## src/rtl/mem_pkg.sv

```systemverilog
// Shared types and the byte-to-word address helper for the memory responder.
package mem_pkg;

  typedef enum logic [1:0] {
    ST_IDLE,
    ST_BUSY,
    ST_RESP
  } state_e;

  typedef enum logic {
    GRANT_I,
    GRANT_D
  } grant_e;

  // Byte address to word index; callers keep only the low ADDR_W bits, which gives the aliasing.
  function automatic logic [31:0] word_idx(input logic [31:0] byte_addr);
    return byte_addr >> 1;
  endfunction

endpackage

```

## src/rtl/mem_array.sv

```systemverilog
// Single-port word array: synchronous write, combinational read, no reset.
module mem_array #(
  parameter int n      = 16,
  parameter int ADDR_W = 8
) (
  input  logic              clk,
  input  logic              we,
  input  logic [ADDR_W-1:0] addr,
  input  logic [n-1:0]      wdata,
  output logic [n-1:0]      rdata
);

  logic [n-1:0] mem [2**ADDR_W];

  always_ff @(posedge clk) begin
    if (we) mem[addr] <= wdata;
  end

  assign rdata = mem[addr];

endmodule

```

## src/rtl/mem_responder.sv

```systemverilog
// Shared-memory responder: arbitrates data over instruction requests with WAIT wait states.
// Optional MEM_RESPONDER_MISALIGN_EN flags odd data addresses on d_err and suppresses the access.
module mem_responder
  import mem_pkg::*;
#(
  parameter int n      = 16,
  parameter int ADDR_W = 8,
  parameter int WAIT   = 2
) (
  input  logic         clk,
  input  logic         reset,
  input  logic         i_req,
  input  logic [n-1:0] i_addr,
  output logic         i_ready,
  output logic [n-1:0] i_rdata,
  input  logic         d_req,
  input  logic         d_we,
  input  logic [n-1:0] d_addr,
  input  logic [n-1:0] d_wdata,
  output logic         d_ready,
  output logic [n-1:0] d_rdata,
  output logic         d_err
);

  localparam logic [3:0] WAIT_M1 = (WAIT == 0) ? 4'd0 : 4'(WAIT - 1);

  state_e            state_q, state_d;
  logic [3:0]        cnt_q, cnt_d;
  grant_e            grant_q, grant_d;
  logic [ADDR_W-1:0] idx_q, idx_d;
  logic              we_q, we_d;
  logic [n-1:0]      wdata_q, wdata_d;
  logic              err_q, err_d;
  logic              i_ready_q, i_ready_d, d_ready_q, d_ready_d, d_err_q, d_err_d;
  logic [n-1:0]      i_rdata_q, i_rdata_d, d_rdata_q, d_rdata_d;

  logic [31:0]       i_idx_full, d_idx_full;
  logic [ADDR_W-1:0] i_idx, d_idx, live_idx, acc_idx;
  grant_e            live_grant, acc_grant;
  logic              live_we, live_err, acc_we, acc_err, enter_resp, mem_we;
  logic [n-1:0]      acc_wdata, mem_rdata;
  logic              unused_idx_bits;

  assign i_idx_full      = word_idx(32'(i_addr));
  assign d_idx_full      = word_idx(32'(d_addr));
  assign i_idx           = i_idx_full[ADDR_W-1:0];
  assign d_idx           = d_idx_full[ADDR_W-1:0];
  assign unused_idx_bits = ^{i_idx_full[31:ADDR_W], d_idx_full[31:ADDR_W]};

  assign live_grant = d_req ? GRANT_D : GRANT_I;
  assign live_idx   = d_req ? d_idx : i_idx;
  assign live_we    = d_req & d_we;
`ifdef MEM_RESPONDER_MISALIGN_EN
  assign live_err   = d_req & d_addr[0];
`else
  assign live_err   = 1'b0;
`endif

  // With WAIT=0 the RESP-entry edge is the accepting edge, so the access uses the live request.
  assign acc_grant = (state_q == ST_IDLE) ? live_grant : grant_q;
  assign acc_idx   = (state_q == ST_IDLE) ? live_idx   : idx_q;
  assign acc_we    = (state_q == ST_IDLE) ? live_we    : we_q;
  assign acc_wdata = (state_q == ST_IDLE) ? d_wdata    : wdata_q;
  assign acc_err   = (state_q == ST_IDLE) ? live_err   : err_q;

  always_ff @(posedge clk or negedge reset) begin
    if (!reset) begin
      state_q   <= ST_IDLE;
      cnt_q     <= '0;
      grant_q   <= GRANT_I;
      idx_q     <= '0;
      we_q      <= 1'b0;
      wdata_q   <= '0;
      err_q     <= 1'b0;
      i_ready_q <= 1'b0;
      d_ready_q <= 1'b0;
      d_err_q   <= 1'b0;
      i_rdata_q <= '0;
      d_rdata_q <= '0;
    end else begin
      state_q   <= state_d;
      cnt_q     <= cnt_d;
      grant_q   <= grant_d;
      idx_q     <= idx_d;
      we_q      <= we_d;
      wdata_q   <= wdata_d;
      err_q     <= err_d;
      i_ready_q <= i_ready_d;
      d_ready_q <= d_ready_d;
      d_err_q   <= d_err_d;
      i_rdata_q <= i_rdata_d;
      d_rdata_q <= d_rdata_d;
    end
  end

  always_comb begin
    state_d = state_q;
    cnt_d   = cnt_q;
    grant_d = grant_q;
    idx_d   = idx_q;
    we_d    = we_q;
    wdata_d = wdata_q;
    err_d   = err_q;
    unique case (state_q)
      ST_IDLE: begin
        if (d_req || i_req) begin
          grant_d = live_grant;
          idx_d   = live_idx;
          we_d    = live_we;
          wdata_d = d_wdata;
          err_d   = live_err;
          if (WAIT == 0) begin
            state_d = ST_RESP;
          end else begin
            state_d = ST_BUSY;
            cnt_d   = WAIT_M1;
          end
        end
      end
      ST_BUSY: begin
        if (cnt_q == 4'd0) state_d = ST_RESP;
        else               cnt_d   = cnt_q - 4'd1;
      end
      ST_RESP: state_d = ST_IDLE;
      default: state_d = ST_IDLE;
    endcase
  end

  assign enter_resp = (state_d == ST_RESP);

  // Gating the write with reset keeps a request held during reset from touching the array.
  always_comb begin
    mem_we    = enter_resp && acc_we && !acc_err && reset;
    i_ready_d = enter_resp && (acc_grant == GRANT_I);
    d_ready_d = enter_resp && (acc_grant == GRANT_D);
    d_err_d   = d_ready_d && acc_err;
    i_rdata_d = i_ready_d ? mem_rdata : i_rdata_q;
    d_rdata_d = d_rdata_q;
    if (d_ready_d) begin
      if (acc_we)       d_rdata_d = acc_wdata;
      else if (acc_err) d_rdata_d = '0;
      else              d_rdata_d = mem_rdata;
    end
  end

  mem_array #(.n(n), .ADDR_W(ADDR_W)) u_mem_array (
    .clk   (clk),
    .we    (mem_we),
    .addr  (acc_idx),
    .wdata (acc_wdata),
    .rdata (mem_rdata)
  );

  assign i_ready = i_ready_q;
  assign d_ready = d_ready_q;
  assign d_err   = d_err_q;
  assign i_rdata = i_rdata_q;
  assign d_rdata = d_rdata_q;

endmodule

```

## config.mk

```make
export PLATFORM = sky130hd
export DESIGN_NAME = mem_responder
export DESIGN_NICKNAME = d
export VERILOG_FILES = /design/src/rtl/mem_pkg.sv /design/src/rtl/mem_array.sv /design/src/rtl/mem_responder.sv
export SDC_FILE = /design/constraint.sdc
export NUM_CORES = 2
export LEC_CHECK = 0
export BUFFER_PORTS_ARGS = -buffer_cell sky130_fd_sc_hd__buf_2
export CORE_ASPECT_RATIO = 0.7
export CORE_UTILIZATION = 37
export CTS_CLUSTER_DIAMETER = 80
export DETAILED_ROUTE_END_ITERATION = 16
export SLEW_MARGIN = 25
export SYNTH_ARGS = -nofsm -noshare
export SYNTH_HDL_FRONTEND = slang
export SYNTH_HIERARCHICAL = 1
export SYNTH_SLANG_ARGS = --single-unit
```

## constraint.sdc

```tcl
create_clock -name clk -period 4.6 [get_ports clk]
set_input_delay 0.69 -clock clk [delete_from_list [all_inputs] [get_ports clk]]
set_output_delay 0.69 -clock clk [all_outputs]
set_load 0.05 [all_outputs]
```

* After elaboration in Yosys (flattened, before gate mapping)
Memories as Yosys holds them, arrays and structs flattened. Index checks and enable logic that the tools add are counted.
Storage, ports and cells: register bits 66, memory bits (writable) 4096, memories 1
Memory list:
- u_mem_array.mem | depth 256, bits a word 16, rd ports 1, clocked after Yosys merged registers in 0, write ports 1, RTL line mem_array.sv:13 | logic [n-1:0] mem [2**ADDR_W];
Operators by class: $add $sub $neg 1, equality and inequality tests 4, multiplexer cells 15, bitwise logic cells 2, reductions and logical operators 10
Operators by type and width (number):
- 16-bit two-way mux | 2
- 8-bit two-way mux | 2
- 4-bit two-way mux | 2
- 4-bit case mux with 2 select lines | 1
- 1-bit two-way mux | 5
- 1-bit logical AND | 4
- 4-bit zero test | 1
- 2-bit two-way mux | 2
- 2-bit case mux with 2 select lines | 1
- 4-bit by 1-bit subtractor with 4-bit output (second input constant) | 1
- 3-bit AND reduction | 1
- 2-bit by 1-bit == test with 1-bit output (second input constant) | 1
- 2-bit == test (second input constant) | 1
- 2-bit zero test | 1
- 2-bit by 1-bit inequality test with 1-bit output (second input constant) | 1
- 2-bit inequality test (second input constant) | 1
- 2-bit AND reduction | 1
- 2-bit nonzero test | 1
- 1-bit bitwise AND | 1
- 1-bit logical OR | 1
- 1-bit NOT | 1

* Depth between registers and ports, before layout
depth in word-level cells 8, gate-level depth with buffers 17

* Hierarchy
Netlist, hierarchy kept.
Modules (own cells, without submodules):
- mem_array | times used 1, cells each 6711, area each 155078.7 um2
- mem_responder | times used 1, cells each 306, area each 3530.9 um2

* Worst setup path before layout
No wires, ideal clock.
path kind register -> register, start point register state_q[0], end point memory u_mem_array.mem[0][11] (data pin), library setup time 0.796 ns, data arrival time 4.212 ns, data required time 3.804 ns, slack -0.408 ns, stages on the path, launching flop included 6, period minus slack after synthesis 5.008 ns, cell sequence dfrtp_1 -> clkbuf_1 -> nor2_1 -> clkbuf_8 -> clkbuf_1 -> a21o_1
Between the ends: longest elaborated chain between the ends 2
RTL lines:
- from (decl) | RTL line mem_responder.sv:27 | state_e state_q, state_d;
- from (signal assigned) | RTL line mem_responder.sv:81 | state_q <= state_d;
- 2-bit zero test | RTL line mem_responder.sv:63 | assign acc_wdata = (state_q == ST_IDLE) ? d_wdata : wdata_q;
- 16-bit two-way mux | RTL line mem_responder.sv:63
- net acc_wdata[11] | RTL line mem_responder.sv:41 | logic [n-1:0] acc_wdata, mem_rdata;
- to (decl) | RTL line mem_array.sv:13
The timed path passes the listed nets, and every way through them passes these cells.

* Worst setup path in the final report
start point register state_q[0], end point register d_rdata_q[13], in the netlist d_rdata[13]
Between the ends: longest elaborated chain between the ends 4, elaborated cells between the ends (all ways) 13, those cells by class eq/ne (2); mux (8); reduce/logical (2); memory (1)
RTL lines:
- 2-bit zero test | RTL line mem_responder.sv:61 | assign acc_idx = (state_q == ST_IDLE) ? live_idx : idx_q;
- 8-bit two-way mux | RTL line mem_responder.sv:61
- net acc_idx[0] | RTL line mem_responder.sv:38 | logic [ADDR_W-1:0] i_idx, d_idx, live_idx, acc_idx;
- memory read 256 x 16 bit
- net mem_rdata[13] | RTL line mem_responder.sv:41
- 16-bit two-way mux | RTL line mem_responder.sv:140 | if (acc_we) d_rdata_d = acc_wdata;
- to (signal assigned) | RTL line mem_responder.sv:92 | d_rdata_q <= d_rdata_d;
- to (decl) | RTL line mem_responder.sv:35 | logic [n-1:0] i_rdata_q, i_rdata_d, d_rdata_q, d_rdata_d;
The timed path passes the listed nets, and every way through them passes these cells. A chain may end at the register's enable or synchronous reset.

==> metrics.txt <==
status=complete, no violations; Inst Count DP=13200; die width=785 µm; Finish-stage setup viols=0; total CTS buffers=374; slowest CP cell=o41ai_2; f_max=0.222 GHz; Reg clk slew, reported paths=0.07 ns; Tot Pwr=141000 µW; count of state elements after synthesis=4162; Avg Cell Area, Syn=22.6 µm²; CP startpoint kind=register; DRT iter0 DRCs=10300; register area=0.125 mm²; Tcrit/Tclk final=97.8%; number of antenna violations at the first check in global routing=22; Hold/Removal Path Class=in2reg; first-pass GRT wire length=589000 µm; Multi-input gate area=0.0326 mm²; worst-path cell chain=nor2_4 -> nor2_1 -> a21oi_4 -> buf_12 -> buf_12 -> buf_12 -> mux4_2 -> a22oi_1 -> buf_4 -> a21oi_1 -> o41ai_2 -> buf_4 -> nand4_1 -> buf_4 -> nor3_2 -> o31ai_1; Core Area=0.425 mm²; Routability Congestion=0.888; io pins=88; complex-gate fraction of the synthesized area=4.12%; clock root cell=clkbuf_16; CTS Buffer Depth=4; Power Density=756 mW/mm²; synth warn=6; dominant synthesized flop cell=edfxtp_1; simple-gate share of the synthesized area=1.05%; Mapped Nets=7072; post-synthesis mux area share=14.9%; Hold Vio Cnt, Final=0; WS Path Type=reg2reg; largest net degree at the start of global routing=137; drt wl/cell=29.9 µm; crit path time final=4.50 ns; Unique masters post-synth=50; Post-Syn Area=0.159 mm²; Async S/R FF share, synth=1.59%; global route overflow=0; CP Data Arrival Time=5.28 ns; vias in the first global route=78200; max-slew violation total from the final report=0; floorplan row count=200; die height=550 µm; DRC Markers=0; Post-Layout Cell Count=13900; number of synthesized flops with an enable pin=4096; flop-to-flop setup slack=0.1 ns; largest family of logic cells by synthesized area=multiplexers; H-tree depth=5; worst skew pair latency=0.93 ns; HPWL after DPL=260000 µm; Design Area, Final=0.187 mm²; area grow syn2layout=17.7%; layout cells sized above 1=33.4%; Synth Area in Adders=0.0158%; CP max FO=19; register area share after synthesis=78.6%; most numerous cell in the Yosys netlist=edfxtp_1; CTS tree=built; CP Capture Type=register; unrepaired setup endpoints after global routing=yes; DR pass1 iterations=5; clock skew=0.0805 ns; final net count=8030; CP required=5.38 ns; Gate Count Post-Synth=7017; antenna viol nets, final=0; Post-synth top cells=4096 x edfxtp_1, 1024 x mux4_2, 512 x a22oi_1; fillers=35700; gr usage total=18.9%; Die Area=0.431 mm²; total wire length=416000 µm; Yosys top cell area share=77.5%; top cells by area, synth=edfxtp_1 78%, mux4_2 15%, a22oi_1 2.4%; Max-Slew Margin vs Limit=28.6%; cell area after placement=0.175 mm²; clock sinks=4162; port buffer count=70; Worst-Margin Slew=1.07 ns; average vias per placed instance=5.67; worst vdd ir=745 µV; max-cap viol count=0; starting density of the core=37.3%; area leader, netlist=edfxtp_1; fin util=43.9%; CP peak stage delay=0.55 ns; DR vias=79100; xor and xnor area share after synthesis=0%; leakage=0.0584 µW; TNS Setup=0 ns
-- flip-flops by register name (all words and copies together), names as in the netlist --
signal           flops
u_mem_array/mem   4096
d_rdata             16
i_rdata             16
wdata_q             16
idx_q                8
cnt_q                4
state_q              2
d_ready              1
grant_q              1
i_ready              1
we_q                 1
-- critical path, delay by kind of cell (launching register included) --
kind | cells | cell delay [ns]
and+or+nand+nor | 4 | 0.69
muxes | 1 | 0.53
DFF | 1 | 0.41
AOI/OAI and AO/OA | 5 | 1.31
buffers and inverters | 6 | 1.28
-- layer usage --
layer	vias to the layer above	wire length, µm	global-route usage, %
met1	42600	179000	28.6
met3	514	43900	4.66
met5	-	50	0
li1	32100	-	-
met4	6	9550	4.18
met2	3795	184000	27.8
-- final cells by class --
cell class / instances / share of cell area, %
flip-flops and latches: 4162 / 66.8
repair buffers: 1033 / 5.64
diodes: 9 / 0.0121
clock inverters: 213 / 0.981
multi-input cells: 2397 / 17.5
clock buffers: 463 / 5.33
well taps: 5656 / 3.79
inverters: 7 / 0.0154
-- layout by cell type (no fill, tap or decap), types with 69 or more instances in the layout --
cell type     n
edfxtp_1   4096
mux4_2     1024
buf_4       719
a22oi_1     511
clkbuf_16   384
a21oi_1     263
buf_12      225
nor2_1      202
clkinv_1     77
clkbuf_1     75
clkinv_2     72
buf_2        69
-- report_power, final --
part | leakage (µW) | internal, µW | switching [µW] | total (µW)
logic | 0.0149 | 23100 | 36900 | 60000
clock network | 0.00574 | 16900 | 13800 | 30700
registers | 0.0378 | 50200 | 189 | 50400
total | 0.0584 | 90300 | 50900 | 141000
-- cells by family after synthesis --
logic type / count (synthesis)
compound gates: 947
buf+inv: 458
other cells: 1
fa+ha+maj: 2
mux: 1066
simple gates: 381
flops: 4162
-- final timing paths --
check	from	end	cells after the start
min reg2reg	wdata_q[5]	wdata_q[5]	1
max reg2reg	state_q[0]	d_rdata[13]	16
max in group asynchronous	reset	cnt_q[2]	3
min in group asynchronous	reset	idx_q[1]	3
min	d_wdata[3]	wdata_q[3]	2
max	state_q[0]	d_rdata[13]	16
-- per-stage QoR --
| step | hold slack [ns] | setup slack, ns |
|---|---|---|
| after floorplan | 0.394 | -0.404 |
| after global placement | 0.490 | -0.504 |
| after detailed placement | 0.496 | -0.479 |
| after CTS | 0.000330 | 0.0197 |
| after global routing | 0.0183 | -0.00546 |
| final | 0.0626 | 0.0999 |
-- timing repair --
item | CTS | global route
cloned | 0 | 0
gates resized for setup | 4 | 15
pin swaps | 0 | 2
endpoints found under the hold margin | 68 | 0
hold buffers | 14 | 0
setup endpoints to repair | 5 | 8
buffers inserted | 1 | 4
Power figures use the tool's default switching activity.
